`config.mk`:
```
export PLATFORM = sky130hd
export DESIGN_NAME = lap_gate
export DESIGN_NICKNAME = d
export VERILOG_FILES = /design/src/rtl/lap_gate.sv
export SDC_FILE = /design/constraint.sdc
export NUM_CORES = 1
export LEC_CHECK = 0
export ABC_CLOCK_PERIOD_IN_PS = 6990
export CORE_MARGIN = 4
export CORE_UTILIZATION = 40
export CTS_BUF_LIST = sky130_fd_sc_hd__clkbuf_16
export CTS_CLUSTER_DIAMETER = 150
export DETAILED_ROUTE_END_ITERATION = 7
export PLACE_DENSITY = 0.7
export RECOVER_POWER = 50
export SYNTH_ARGS = -nofsm -noshare
export SYNTH_HDL_FRONTEND = slang
export SYNTH_SLANG_ARGS = --single-unit
```
`constraint.sdc`:
```
create_clock -name master_clk -period 6.99 [get_ports master_clk]
set_input_delay 1.398 -clock master_clk [delete_from_list [all_inputs] [get_ports master_clk]]
set_output_delay 1.398 -clock master_clk [all_outputs]
set_load 0.1 [all_outputs]
```
`src/rtl/lap_gate.sv`:
```
// Laser lap gate: synchronizes and debounces the beam detector, then runs an
// IDLE/RUN/LOCK session FSM that starts the timer, counts laps and keeps the best time.

module lap_gate #(
    parameter int unsigned DEB_CYCLES     = 16,
    parameter int unsigned LOCKOUT_CYCLES = 4900000,
    parameter int unsigned LOCK_BIT       = 23
) (
    input  logic       master_clk,
    input  logic       rs_n,
    input  logic       laser_detector,
    input  logic       stop,
    input  logic       clear,
    input  logic [6:0] seconds,
    input  logic [6:0] milliseconds,
    output logic       timer_en,
    output logic       lap_rs,
    output logic       lap_pulse,
    output logic [6:0] lap_count,
    output logic [6:0] last_sec,
    output logic [6:0] last_ms,
    output logic [6:0] best_sec,
    output logic [6:0] best_ms,
    output logic       best_valid
);

    localparam int unsigned         DebW     = $clog2(DEB_CYCLES + 1);
    localparam logic [DebW-1:0]     DebLast  = DebW'(DEB_CYCLES - 1);
    localparam logic [LOCK_BIT-1:0] LockLoad = LOCK_BIT'(LOCKOUT_CYCLES - 1);
    localparam logic [6:0]          MaxLaps  = 7'd99;

    typedef enum logic [1:0] {StIdle, StRun, StLock} state_e;

    // Reset: asserts asynchronously, releases on a clock edge.
    logic [1:0] rst_sync_q;
    logic       rst_n_int;

    always_ff @(posedge master_clk or negedge rs_n) begin
        if (!rs_n) begin
            rst_sync_q <= 2'b00;
        end else begin
            rst_sync_q <= {rst_sync_q[0], 1'b1};
        end
    end

    assign rst_n_int = rst_sync_q[1];

    // Detector synchronizer and debounce filter
    logic [1:0]      det_sync_q;
    logic            det_s;
    logic            filt_q, filt_d;
    logic [DebW-1:0] deb_cnt_q, deb_cnt_d;
    logic            brk;

    assign det_s = det_sync_q[1];

    always_comb begin
        filt_d    = filt_q;
        deb_cnt_d = '0;
        brk       = 1'b0;
        if (det_s != filt_q) begin
            if (deb_cnt_q == DebLast) begin
                filt_d = det_s;
                // A change away from a filtered 1 is a falling edge: beam broken.
                brk    = filt_q;
            end else begin
                deb_cnt_d = deb_cnt_q + 1'b1;
            end
        end
    end

    always_ff @(posedge master_clk or negedge rst_n_int) begin
        if (!rst_n_int) begin
            det_sync_q <= 2'b11;
            filt_q     <= 1'b1;
            deb_cnt_q  <= '0;
        end else begin
            det_sync_q <= {det_sync_q[0], laser_detector};
            filt_q     <= filt_d;
            deb_cnt_q  <= deb_cnt_d;
        end
    end

    // Session FSM and result registers
    state_e              state_q, state_d;
    logic [LOCK_BIT-1:0] lock_cnt_q, lock_cnt_d;
    logic                timer_en_q, timer_en_d;
    logic                lap_rs_q, lap_rs_d;
    logic                lap_pulse_q, lap_pulse_d;
    logic [6:0]          lap_count_q, lap_count_d;
    logic [6:0]          last_sec_q, last_sec_d;
    logic [6:0]          last_ms_q, last_ms_d;
    logic [6:0]          best_sec_q, best_sec_d;
    logic [6:0]          best_ms_q, best_ms_d;
    logic                best_valid_q, best_valid_d;
    logic                faster;

    assign faster = {seconds, milliseconds} < {best_sec_q, best_ms_q};

    always_comb begin
        state_d      = state_q;
        lock_cnt_d   = lock_cnt_q;
        lap_rs_d     = 1'b0;
        lap_pulse_d  = 1'b0;
        lap_count_d  = lap_count_q;
        last_sec_d   = last_sec_q;
        last_ms_d    = last_ms_q;
        best_sec_d   = best_sec_q;
        best_ms_d    = best_ms_q;
        best_valid_d = best_valid_q;

        unique case (state_q)
            StIdle: begin
                if (clear) begin
                    lap_count_d  = '0;
                    last_sec_d   = '0;
                    last_ms_d    = '0;
                    best_sec_d   = '0;
                    best_ms_d    = '0;
                    best_valid_d = 1'b0;
                end
                if (brk) begin
                    state_d    = StLock;
                    lock_cnt_d = LockLoad;
                    lap_rs_d   = 1'b1;
                end
            end
            StRun: begin
                if (stop) begin
                    state_d = StIdle;
                end else if (brk) begin
                    state_d     = StLock;
                    lock_cnt_d  = LockLoad;
                    lap_rs_d    = 1'b1;
                    lap_pulse_d = 1'b1;
                    last_sec_d  = seconds;
                    last_ms_d   = milliseconds;
                    if (lap_count_q != MaxLaps) begin
                        lap_count_d = lap_count_q + 7'd1;
                    end
                    // Ties keep the earlier best lap.
                    if (!best_valid_q || faster) begin
                        best_sec_d   = seconds;
                        best_ms_d    = milliseconds;
                        best_valid_d = 1'b1;
                    end
                end
            end
            StLock: begin
                if (stop) begin
                    state_d    = StIdle;
                    lock_cnt_d = '0;
                end else if (lock_cnt_q == '0) begin
                    state_d = StRun;
                end else begin
                    lock_cnt_d = lock_cnt_q - 1'b1;
                end
            end
            default: begin
                state_d    = StIdle;
                lock_cnt_d = '0;
            end
        endcase

        timer_en_d = (state_d != StIdle);
    end

    always_ff @(posedge master_clk or negedge rst_n_int) begin
        if (!rst_n_int) begin
            state_q      <= StIdle;
            lock_cnt_q   <= '0;
            timer_en_q   <= 1'b0;
            lap_rs_q     <= 1'b0;
            lap_pulse_q  <= 1'b0;
            lap_count_q  <= '0;
            last_sec_q   <= '0;
            last_ms_q    <= '0;
            best_sec_q   <= '0;
            best_ms_q    <= '0;
            best_valid_q <= 1'b0;
        end else begin
            state_q      <= state_d;
            lock_cnt_q   <= lock_cnt_d;
            timer_en_q   <= timer_en_d;
            lap_rs_q     <= lap_rs_d;
            lap_pulse_q  <= lap_pulse_d;
            lap_count_q  <= lap_count_d;
            last_sec_q   <= last_sec_d;
            last_ms_q    <= last_ms_d;
            best_sec_q   <= best_sec_d;
            best_ms_q    <= best_ms_d;
            best_valid_q <= best_valid_d;
        end
    end

    assign timer_en   = timer_en_q;
    assign lap_rs     = lap_rs_q;
    assign lap_pulse  = lap_pulse_q;
    assign lap_count  = lap_count_q;
    assign last_sec   = last_sec_q;
    assign last_ms    = last_ms_q;
    assign best_sec   = best_sec_q;
    assign best_ms    = best_ms_q;
    assign best_valid = best_valid_q;

`ifndef SYNTHESIS
    a_rs_single: assert property (@(posedge master_clk) disable iff (!rst_n_int)
        !(lap_rs_q && $past(lap_rs_q)));
    a_pulse_rs: assert property (@(posedge master_clk) disable iff (!rst_n_int)
        lap_pulse_q |-> lap_rs_q);
    a_count_max: assert property (@(posedge master_clk) disable iff (!rst_n_int)
        lap_count_q <= MaxLaps);
`endif

endmodule

```
# Word level (Yosys, flattened, before mapping)
# Index checks and enable logic that the tools add are counted.
[op_classes]
order_cmp = 1
n_addsub = 3
n_reduce_logical = 11
n_eq_ne = 11
n_mux = 42
[op_table]
columns = ["cell", "count"]
rows = [
  ["$mux W7", 14],
  ["$mux W23", 4],
  ["$pmux W7 S2", 5],
  ["$pmux W23 S3", 1],
  ["$logic_not A23 Y1", 1],
  ["$sub A23 B1 Y23 const B", 1],
  ["$lt A14 B14 Y1", 1],
  ["$mux W5", 2],
  ["$ne A2 B2 Y1 const B", 5],
  ["$reduce_and A5 Y1", 2],
  ["$mux W1", 9],
  ["$mux W2", 4],
  ["$add A7 B1 Y7 const B", 1],
  ["$ne A7 B7 Y1 const B", 1],
  ["$pmux W2 S3", 1],
  ["$add A5 B1 Y5 const B", 1],
  ["$eq A5 B4 Y1 const B", 1],
  ["$pmux W1 S2", 2],
  ["$reduce_and A2 Y1", 2],
  ["$reduce_and A4 Y1", 1],
  ["$reduce_bool A2 Y1", 2],
  ["$ne A3 B3 Y1 const B", 1],
  ["$eq A2 B1 Y1 const B", 1],
  ["$eq A2 B2 Y1 const B", 1],
  ["4 further kinds", 4],
]
[totals]
regBits = 74
output_inout_bits = 39
elab_cells = 83
in_bits = 19

# Longest topological paths before layout
[depth]
ltp_word = 7
ltp_mapped = 9
ltp_nobuf = 7

# Worst setup path before layout
# No wires, ideal clock.
[synth_path]
path_kind = "input to register"
from = "input milliseconds[2]"
to = "register best_ms_q[0], in the netlist best_ms[0]"
arrival_time_ns = 2.843
setup_ns = 0.123
path_stages = 7
required_ns = 6.867
setup_slack_ns = 4.024
cell_sequence = "ha_1 > a21o_1 > a31oi_1 > o21ai_0 > a221o_1 > clkbuf_1 > a32o_1"
[synth_via]
elab_chain_len = 4
[synth_lines]
columns = ["item", "line", "source"]
rows = [
  ["start, declared", "15", "input logic [6:0] milliseconds,"],
  ["$lt A14 B14 Y1", "98", "assign faster = {seconds, milliseconds} < {best_sec_q, best_ms_q};"],
  ["$logic_or A1 B1 Y1", "142", "if (!best_valid_q || faster) begin"],
  ["$ne A2 B2 Y1 (no line)", "n/a", ""],
  ["$reduce_and A5 Y1 (no line)", "n/a", ""],
  ["end signal, assigned", "191", "best_ms_q <= best_ms_d;"],
  ["end, declared", "94", "logic [6:0] best_ms_q, best_ms_d;"],
]
# No other way between the ends.
# A chain may end at the register's enable or synchronous reset.

# Final worst setup path
[layout_path]
from = "register lock_cnt_q[5]"
to = "register lock_cnt_q[10]"
[layout_via]
elab_chain_len = 4
word_cells_on_any_way = 7
classes_between = "add/sub (1); eq/ne (1); mux (3); reduce/logical (2)"
[layout_lines]
columns = ["item", "line", "source"]
rows = [
  ["start, declared", "86", "logic [LOCK_BIT-1:0] lock_cnt_q, lock_cnt_d;"],
  ["start signal, assigned", "183", "lock_cnt_q <= lock_cnt_d;"],
  ["$sub A23 B1 Y23", "156", "lock_cnt_d = lock_cnt_q - 1'b1;"],
  ["$mux W23", "153", "end else if (lock_cnt_q == '0) begin"],
  ["$mux W23", "150", "if (stop) begin"],
  ["$pmux W23 S3", "112", "unique case (state_q)"],
]
# Parallel ways exist; a longest one is shown, timed or not. The select of a mux whose other input is x is not followed.

==> impl_metrics.csv <==
group,metric,value,unit
status,status,"finished, violations left",
status,violations,"max-capacitance violations, max-slew violations",
power,ir_drop,0.1054,mV
cts,ctsHoldBuffers,0,
synthesis,syn_area_per_cell,10.61,sq um
route,antenna_left,0,
timing,worstMarginPinSlew,3.819,ns
placement,port_buffers,57,
placement,place_congestion,0.8084,
route,viasPerCell,5.933,
layout,antennaDiodeCount,0,
cts,clock_path_buffers,2,
route,vias,3115,
synthesis,synth.most_common_cell,"dfrtp_1",
power,p_leak,1.969,nW
global_route,grt_max_degree,73,
layout,final_area,4688,sq um
floorplanning,die_x,105.1,microns
timing,fin_crit_sh,55.75,%
global_route,grt_pass1_vias,3008,
setup_path,critical_path_arrival,4.11,ns
route,wl,8871,microns
synthesis,synth_top_cells_by_count,"dfrtp_1 (71), a21oi_1 (20), inv_1 (20), o21ai_0 (20), nor2_1 (19)",
synthesis,seq_area_frac_synth,49.25,%
setup_path,critPathRequiredTime,7.20,ns
job,maxCapViolations,2,
timing,clock-skew-final,0.006134,ns
synthesis,yosysTopAreaCell,"dfrtp_1",
synthesis,yosys_warnings,0,
cts,cts-root-buf,"clkbuf_16",
placement,placedInstanceArea,4424,sq um
synthesis,synth_edf_count,0,
hold_path,hold_path_class,"reg2reg",
floorplanning,initial_core_util,40.97,%
layout,multi_input_area,1733,sq um
timing,fmax,256.6,MHz
timing,grt_setup_unrepaired,"false",
route,drc,0,
cts,clock_latency,0.33,ns
timing,finalMaxSlewViolations,85,
layout,syn_to_final_growth,24.44,%
setup_path,startpoint_type,"flop",
floorplanning,die_y,105.1,microns
global_route,gr-total-overflow,0,
cts,cts_buffers,9,
cts,htree_levels,3,
timing,finalHoldViolations,0,
timing,post-route-min-period,3.897,ns
layout,nets,445,
layout,seqCellArea,1857,sq um
setup_path,path_class,"reg2reg",
cts,cts-resized-gates,0,
synthesis,synth_top_area_share,47.16,%
global_route,grt_usage,16.67,%
timing,setup_tns,0,ns
layout,fillers,831,
synthesis,async_flop_share,100.0,%
cts,cts_tree,"yes",
route,wl_per_cell,16.90,microns
global_route,grt_pass1_wl,15140,microns
synthesis,netlist_area,3767,sq um
route,firstDrtPassIters,4,
floorplanning,rows,35,
global_route,grt_antenna_before_repair,0,
route,initialDrtViolationCount,143,
synthesis,synth_flop_cell,"dfrtp_1",
cts,cts_sinks,74,
synthesis,netlist_top_cells_area,"dfrtp_1 (47%), ha_1 (5.6%), a22o_1 (4.0%)",
synthesis,syn_nets,391,
floorplanning,die_area,11040,sq um
synthesis,yosysUniqueCellTypes,57,
setup_path,critPathMaxFanout,12,
setup_path,endpoint_kind,"flop",
synthesis,synth_cells,355,
timing,max-slew-margin-rel,-154.6,%
floorplanning,coreArea,9196,sq um
placement,dp_hpwl,6200,microns
timing,finalSetupViolCount,0,
floorplanning,io_pins,58,
cts,post-cts-setup-buffer-count,0,
layout,layout-drive-gt1-share,8.454,%
power,power,0.9310,mW
cts,clk_pin_slew,0.06,ns
synthesis,synth-seq-cells,74,
power,p_per_area,198.6,nW/um^2
==> cell usage in the layout, fill, tap and decap left out, types with 3 or more instances in the layout <==
cell | Yosys | layout
a21o_1 | 4 | 4
a21oi_1 | 20 | 20
a22o_1 | 17 | 17
a31o_2 | 3 | 3
a31oi_1 | 5 | 4
a32o_1 | 14 | 14
a41oi_1 | 4 | 4
clkbuf_16 | 0 | 9
clkdlybuf4s50_1 | 0 | 54
clkinvlp_4 | 0 | 3
dfrtp_1 | 71 | 70
dlygate4sd3_1 | 0 | 3
ha_1 | 17 | 17
inv_1 | 20 | 21
nand2_1 | 14 | 14
nand2b_1 | 3 | 3
nand3_1 | 4 | 4
nand4_1 | 8 | 8
nor2_1 | 19 | 19
nor2b_1 | 3 | 3
nor3_1 | 9 | 9
nor3b_1 | 3 | 3
nor4_1 | 4 | 5
o211ai_1 | 5 | 5
o21ai_0 | 20 | 20
o31ai_1 | 5 | 5
or3_1 | 10 | 10
or4_1 | 9 | 10
xor2_1 | 5 | 5
==> cell type report <==
class,instances,share of cell area [%]
Tap cell,111,2.962
Timing Repair Buffer,60,12.49
Clock buffer,9,4.804
Sequential cell,74,39.60
Multi-Input combinational cell,243,36.96
Clock inverter,7,1.495
Inverter,21,1.681
==> flip-flops by register name, indices dropped and copies added (netlist names) <==
name,flops
state_q,2
lock_cnt_q,23
lap_count,7
det_sync_q,2
lap_rs,1
best_ms,7
best_valid,1
rst_sync_q,2
last_sec,7
timer_en,1
last_ms,7
lap_pulse,1
best_sec,7
deb_cnt_q,5
filt_q,1
==> per-stage QoR <==
stage / hold WS, ns / cells / util (%) / setup WS [ns]
after floorplan: 0.3312 / 355 / - / 4.024
after global placement: 0.3376 / 509 / 48.11 / 3.093
after detailed placement: 0.3427 / 509 / 48.11 / 3.083
after CTS: 0.3538 / 525 / 51.32 / 3.429
after global routing: 0.3599 / 525 / 50.98 / 2.277
final: 0.3526 / 525 / 50.98 / 3.093
==> layer usage <==
metal  vias up  global-route usage [%]  part of all wire, %  wire length, microns
met1      1548                   22.76                   46                  4062
li1       1457                       -                    -                     -
met4         0                   4.405                  1.8                   161
met2        94                   25.94                   46                  4100
met5         -                       0                    0                     0
met3        16                   4.880                  6.2                   546
==> worst max-delay path: stages (launching register included) <==
cell     delay, ns
dfrtp_1       0.43
or4_1         0.62
nor4_1        1.57
a21oi_1       0.66
a221o_1       0.50
==> power breakdown <==
group | leakage, nW | switching, mW | internal (mW)
clock | 0.139 | 0.180 | 0.275
combinational | 0.830 | 0.0260 | 0.0169
sequential | 0.999 | 0.00155 | 0.432
total | 1.97 | 0.207 | 0.724
==> kinds of logic after synthesis <==
family | share of synthesized area (%)
AOI/OAI and AO/OA | 21.59
and+or+nand+nor | 16.77
DFF | 49.25
buffers and inverters | 4.417
adders and majority gates | 5.646
xor gates and xnor gates | 1.627
muxes | 0.5978
other | 0.09954
==> worst paths after layout <==
| check | slack, ns | start | cells after the start | end |
|---|---|---|---|---|
| worst max-delay path | 3.09 | lock_cnt_q[5]$_DFFE_PN0P_ | 4 | lock_cnt_q[10]$_DFFE_PN0P_ |
| worst min-delay path | 0.35 | rst_sync_q[0]$_DFF_PN0_ | 0 | rst_sync_q[1]$_DFF_PN0_ |
| worst max register to register | 3.09 | lock_cnt_q[5]$_DFFE_PN0P_ | 4 | lock_cnt_q[10]$_DFFE_PN0P_ |
| worst min register to register | 0.35 | rst_sync_q[0]$_DFF_PN0_ | 0 | rst_sync_q[1]$_DFF_PN0_ |
| max in group asynchronous | 3.13 | rst_sync_q[1]$_DFF_PN0_ | 1 | lap_count[3]$_DFFE_PN0P_ |
| min in group asynchronous | 1.29 | rs_n | 1 | rst_sync_q[0]$_DFF_PN0_ |
No activity file was read; power rests on OpenSTA's default activity.
==> edit 1: new RTL, same settings <==
Encoding of `state_e`: now one-hot (3 bits for 3 states).
--- a/src/rtl/lap_gate.sv
+++ b/src/rtl/lap_gate.sv
@@ -29,7 +29,7 @@
     localparam logic [LOCK_BIT-1:0] LockLoad = LOCK_BIT'(LOCKOUT_CYCLES - 1);
     localparam logic [6:0]          MaxLaps  = 7'd99;
 
-    typedef enum logic [1:0] {StIdle, StRun, StLock} state_e;
+    typedef enum logic [2:0] {StIdle = 3'b001, StRun = 3'b010, StLock = 3'b100} state_e;
 
     // Reset: asserts asynchronously, releases on a clock edge.
     logic [1:0] rst_sync_q;
Check against the original RTL: no difference found for any inputs over 10 cycles, from zero or initial values; not proved beyond that.
==> edit 1 against the unedited design <==
- the flow still finishes with violations (capacitance limit, slew limit)
- wire length rose by 4.7%
- area after synthesis up 4.0%
- design area is 4.6% higher
- register-to-register slack gained 0.08 ns
- first-iteration DRC count grew 73%
- setup slack got worse by 0.30 ns
- sequential cell count is 1 higher
- cell count increased by 9.9%
- critical endpoint is now best_ms[4]$_DFFE_PN0P_
- largest cell class unchanged
- highest routed layer unchanged
Power is not compared: it rests on default switching activity, and its combinational part moved more than twofold at a synthesized area within 25%.
==> edit 1: results (changes against the unedited design) <==
[run_status]
outcome=finished with violations
violations=capacitance limit, slew limit

[job]
maxCapViolations=1  ; -1

[placed_design]
place_ws_ns=2.79  ; -0.289 ns
dpl.hpwl_mm=6.36  ; +2.6%

[setup_path]
timing.reg2reg.setup_slack_ns=3.17  ; +0.08 ns
rr_startpoint=rst_sync_q[1]$_DFF_PN0_
cp_max_fo=15  ; +3
max_stage_delay_ns=0.64  ; -0.93 ns
r2r-end=lock_cnt_q[5]$_DFFE_PN0P_
rr_worst_depth=1  ; -3

[cells_and_area]
final_cells=577  ; +9.9%
drive_gt1_share_pct=8.26  ; -0.20 points
fillers=873  ; +5.1%

[synth]
synth_cell_types=67  ; +18%
synth_fp_nets=426  ; +9.0%
yosysSeqAreaShare_pct=48.0  ; -1.2 points
synth.avg_cell_area_um2=10.0  ; -5.3%
synthTopCellsByArea=dfrtp_1 (45%), ha_1 (5.4%), a22o_1 (5.1%)
synth_commonest_cells=dfrtp_1 (71), nand2_1 (37), nor2_1 (25)

[timing]
skew_ns=0.0108  ; +0.00468 ns
worst_pin_slew_ns=3.81  ; -0.0115 ns
final_max_slew_viol_count=74  ; -13%

[global_routing]
grt_use_total_pct=16.9  ; +0.27 points
grt_pass1_vias=3106  ; +3.3%

[route]
wire_per_inst_um=16.1  ; -4.8%
drt-initial-drc-count=248  ; +73%

edit 1: logic make-up after synthesis:
group,after synthesis,synth area share (%)
flip-flops,75,48.0
AND/OR/NAND/NOR,134,18.6
adder cells (fa/ha/maj),17,5.43
XOR/XNOR,6,1.34
buffers and inverters,38,3.90
other,1,0.0957
multiplexers,2,0.543
AO/OA/AOI/OAI,117,22.0
edit 1: worst max-delay path by stage:
stage                                  startpoint  cells past startpoint                    endpoint
final                                        stop                      7      best_ms[4]$_DFFE_PN0P_
after global routing      rst_sync_q[1]$_DFF_PN0_                      1  lock_cnt_q[22]$_DFFE_PN0P_
after CTS                                    stop                      7     best_sec[1]$_DFFE_PN0P_
after detailed placement                     stop                      7     best_sec[1]$_DFFE_PN0P_
after global placement                       stop                      7     best_sec[1]$_DFFE_PN0P_
after floorplan                              stop                      7      best_ms[1]$_DFFE_PN0P_
edit 1: routing by layer:
| metal | track usage, % | vias up | wire length (um) | share of wire [%] |
|---|---|---|---|---|
| li1 | - | 1550 | - | - |
| met5 | 0 | - | 0 | 0 |
| met4 | 4.02 | 0 | 47 | 0.51 |
| met3 | 4.94 | 4 | 609 | 6.6 |
| met1 | 23.4 | 1564 | 4350 | 47 |
| met2 | 26.4 | 95 | 4280 | 46 |
edit 1: where the power goes:
part	switching [mW]	total, mW	leakage [nW]	internal [mW]
registers	0.0482	0.526	0.998	0.478
logic	0.132	0.213	0.931	0.0813
clock network	0.181	0.493	0.153	0.312
edit 1: metrics by stage:
step / area [um2] / utilization, % / hold slack (ns) / power [mW]
after floorplan: 3920 / - / 0.331 / 0.684
after global placement: 4610 / 49.1 / 0.336 / 0.736
after detailed placement: 4610 / 49.1 / 0.340 / 0.744
after CTS: 4920 / 52.5 / 0.355 / 1.24
after global routing: 4910 / 52.3 / 0.356 / 1.30
final: 4910 / 52.3 / 0.353 / 1.23
edit 1: cell type report:
type | instances | area (um2) | area share, %
Sequential cell | 75 | 1880 | 38.4
Multi-Input combinational cell | 277 | 1880 | 38.4
Timing Repair Buffer | 61 | 589 | 12.0
Clock buffer | 9 | 225 | 4.59
Tap cell | 129 | 161 | 3.29
Clock inverter | 7 | 92.6 | 1.89
Inverter | 19 | 71.3 | 1.45
==> edit 2: new RTL, same flow settings <==
Without the edit above. `DEB_CYCLES`: 16 -> 8.
--- a/src/rtl/lap_gate.sv
+++ b/src/rtl/lap_gate.sv
@@ -2,7 +2,7 @@
 // IDLE/RUN/LOCK session FSM that starts the timer, counts laps and keeps the best time.
 
 module lap_gate #(
-    parameter int unsigned DEB_CYCLES     = 16,
+    parameter int unsigned DEB_CYCLES     = 8,
     parameter int unsigned LOCKOUT_CYCLES = 4900000,
     parameter int unsigned LOCK_BIT       = 23
 ) (
Function: same outputs for any inputs over 10 cycles, from zero or initial values; that may be too few to reach the edited logic, so the function may still have changed.
==> edit 2 against the unedited design <==
- the run still ends with capacitance limit, slew limit left
- maximum frequency shrank 3.5%
- sequential cell count shrank 1
- die area grew 1.2%
- area after synthesis grew 1.3%
- wire length grew 3.9%
- setup slack lost 0.14 ns
- design area grew 1.6%
- critical path type is now input pin to flip-flop
Power is not compared: it rests on default switching activity, and its combinational part moved more than twofold at a synthesized area within 25%.
==> edit 2: results (changes against the unedited design) <==
[global_routing]
gr-usage-met1_pct=23.5  ; +0.74 points
grt_util_met2_pct=27.3  ; +1.4 points
met3_usage_pct=4.16  ; -0.72 points
grt_pass1_vias=3243  ; +7.8%
grt_use_total_pct=17.4  ; +0.72 points
grt_max_degree=72  ; -1.4%
grt_pass1_wl_mm=15.9  ; +5.2%

[synth]
synth_cell_types=56  ; -1.8%
synth_compound_area_share_pct=18.6  ; -3.0 points
synth_commonest_cells=dfrtp_1 (70), nand2_1 (60), inv_1 (23)
synth_xor_area_share_pct=0.918  ; -0.71 points
synthTopCellsByArea=dfrtp_1 (46%), nand2_1 (5.9%), ha_1 (5.6%)
yosysSeqAreaShare_pct=48.0  ; -1.3 points
synthCells=398  ; +12%
synth_fa_ha_area_share_pct=5.57  ; -0.072 points
synthMuxAreaShare_pct=1.15  ; +0.55 points

[job]
maxCapViolations=1  ; -1

[timing]
final_max_slew_viol_count=72  ; -15%
worst_pin_slew_ns=3.69  ; -0.132 ns
skew_ns=0.00699  ; +0.000859 ns

[cells_and_area]
final_cells=587  ; +12%
fillers=891  ; +7.2%
final_nets=489  ; +9.9%
drive_gt1_share_pct=6.99  ; -1.5 points

[placed_design]
place_ws_ns=2.93  ; -0.149 ns
gp_congestion=0.840  ; +3.9%

[route]
drt_wl_total_mm=9.22  ; +3.9%
drtPass1Iterations=5  ; +1

[run_status]
outcome=finished with violations
violations=capacitance limit, slew limit

[setup_path]
cp_slowest_cell=or2_0

[edit 2: area by class of cell]
type / count / area, um2 / area share, %
Clock buffer: 9 / 225 / 4.73
Clock inverter: 7 / 47.5 / 0.998
Inverter: 23 / 86.3 / 1.81
Multi-Input combinational cell: 286 / 1830 / 38.3
Sequential cell: 73 / 1830 / 38.4
Tap cell: 129 / 161 / 3.39
Timing Repair Buffer: 60 / 586 / 12.3
[edit 2: logic make-up after synthesis]
| group | after synthesis |
|---|---|
| other cells | 1 |
| compound gates | 102 |
| buf+inv | 39 |
| flops | 73 |
| mux | 4 |
| xor+xnor | 4 |
| fa+ha+maj | 17 |
| simple gates | 158 |
[edit 2: path summary, 6_finish.rpt]
check	from	end	slack, ns	cells past startpoint
worst min-delay path	rst_sync_q[0]$_DFF_PN0_	rst_sync_q[1]$_DFF_PN0_	0.35	0
min in group asynchronous	rs_n	rst_sync_q[0]$_DFF_PN0_	1.29	1
max in group asynchronous	rst_sync_q[1]$_DFF_PN0_	best_sec[0]$_DFFE_PN0P_	3.29	1
worst max register to register	rst_sync_q[1]$_DFF_PN0_	best_sec[0]$_DFFE_PN0P_	3.29	1
worst min register to register	rst_sync_q[0]$_DFF_PN0_	rst_sync_q[1]$_DFF_PN0_	0.35	0
worst max-delay path	stop	lap_count[3]$_DFFE_PN0P_	2.95	6
[edit 2: power breakdown]
group	internal [mW]	switching [mW]	total (mW)
combinational	0.0394	0.0543	0.0937
clock	0.239	0.183	0.422
sequential	0.446	0.0190	0.465
total	0.725	0.256	0.980
[edit 2: per-layer routing]
layer	vias to the layer above	share of wire, %
met5	-	0
met4	0	1.6
met3	15	5.4
met2	86	46
met1	1559	47
li1	1562	-
[edit 2: worst max-delay path: cells and delay by family]
family	cells	cell delay, ns
compound gates	3	1.00
buf+inv	2	0.86
simple gates	1	0.98
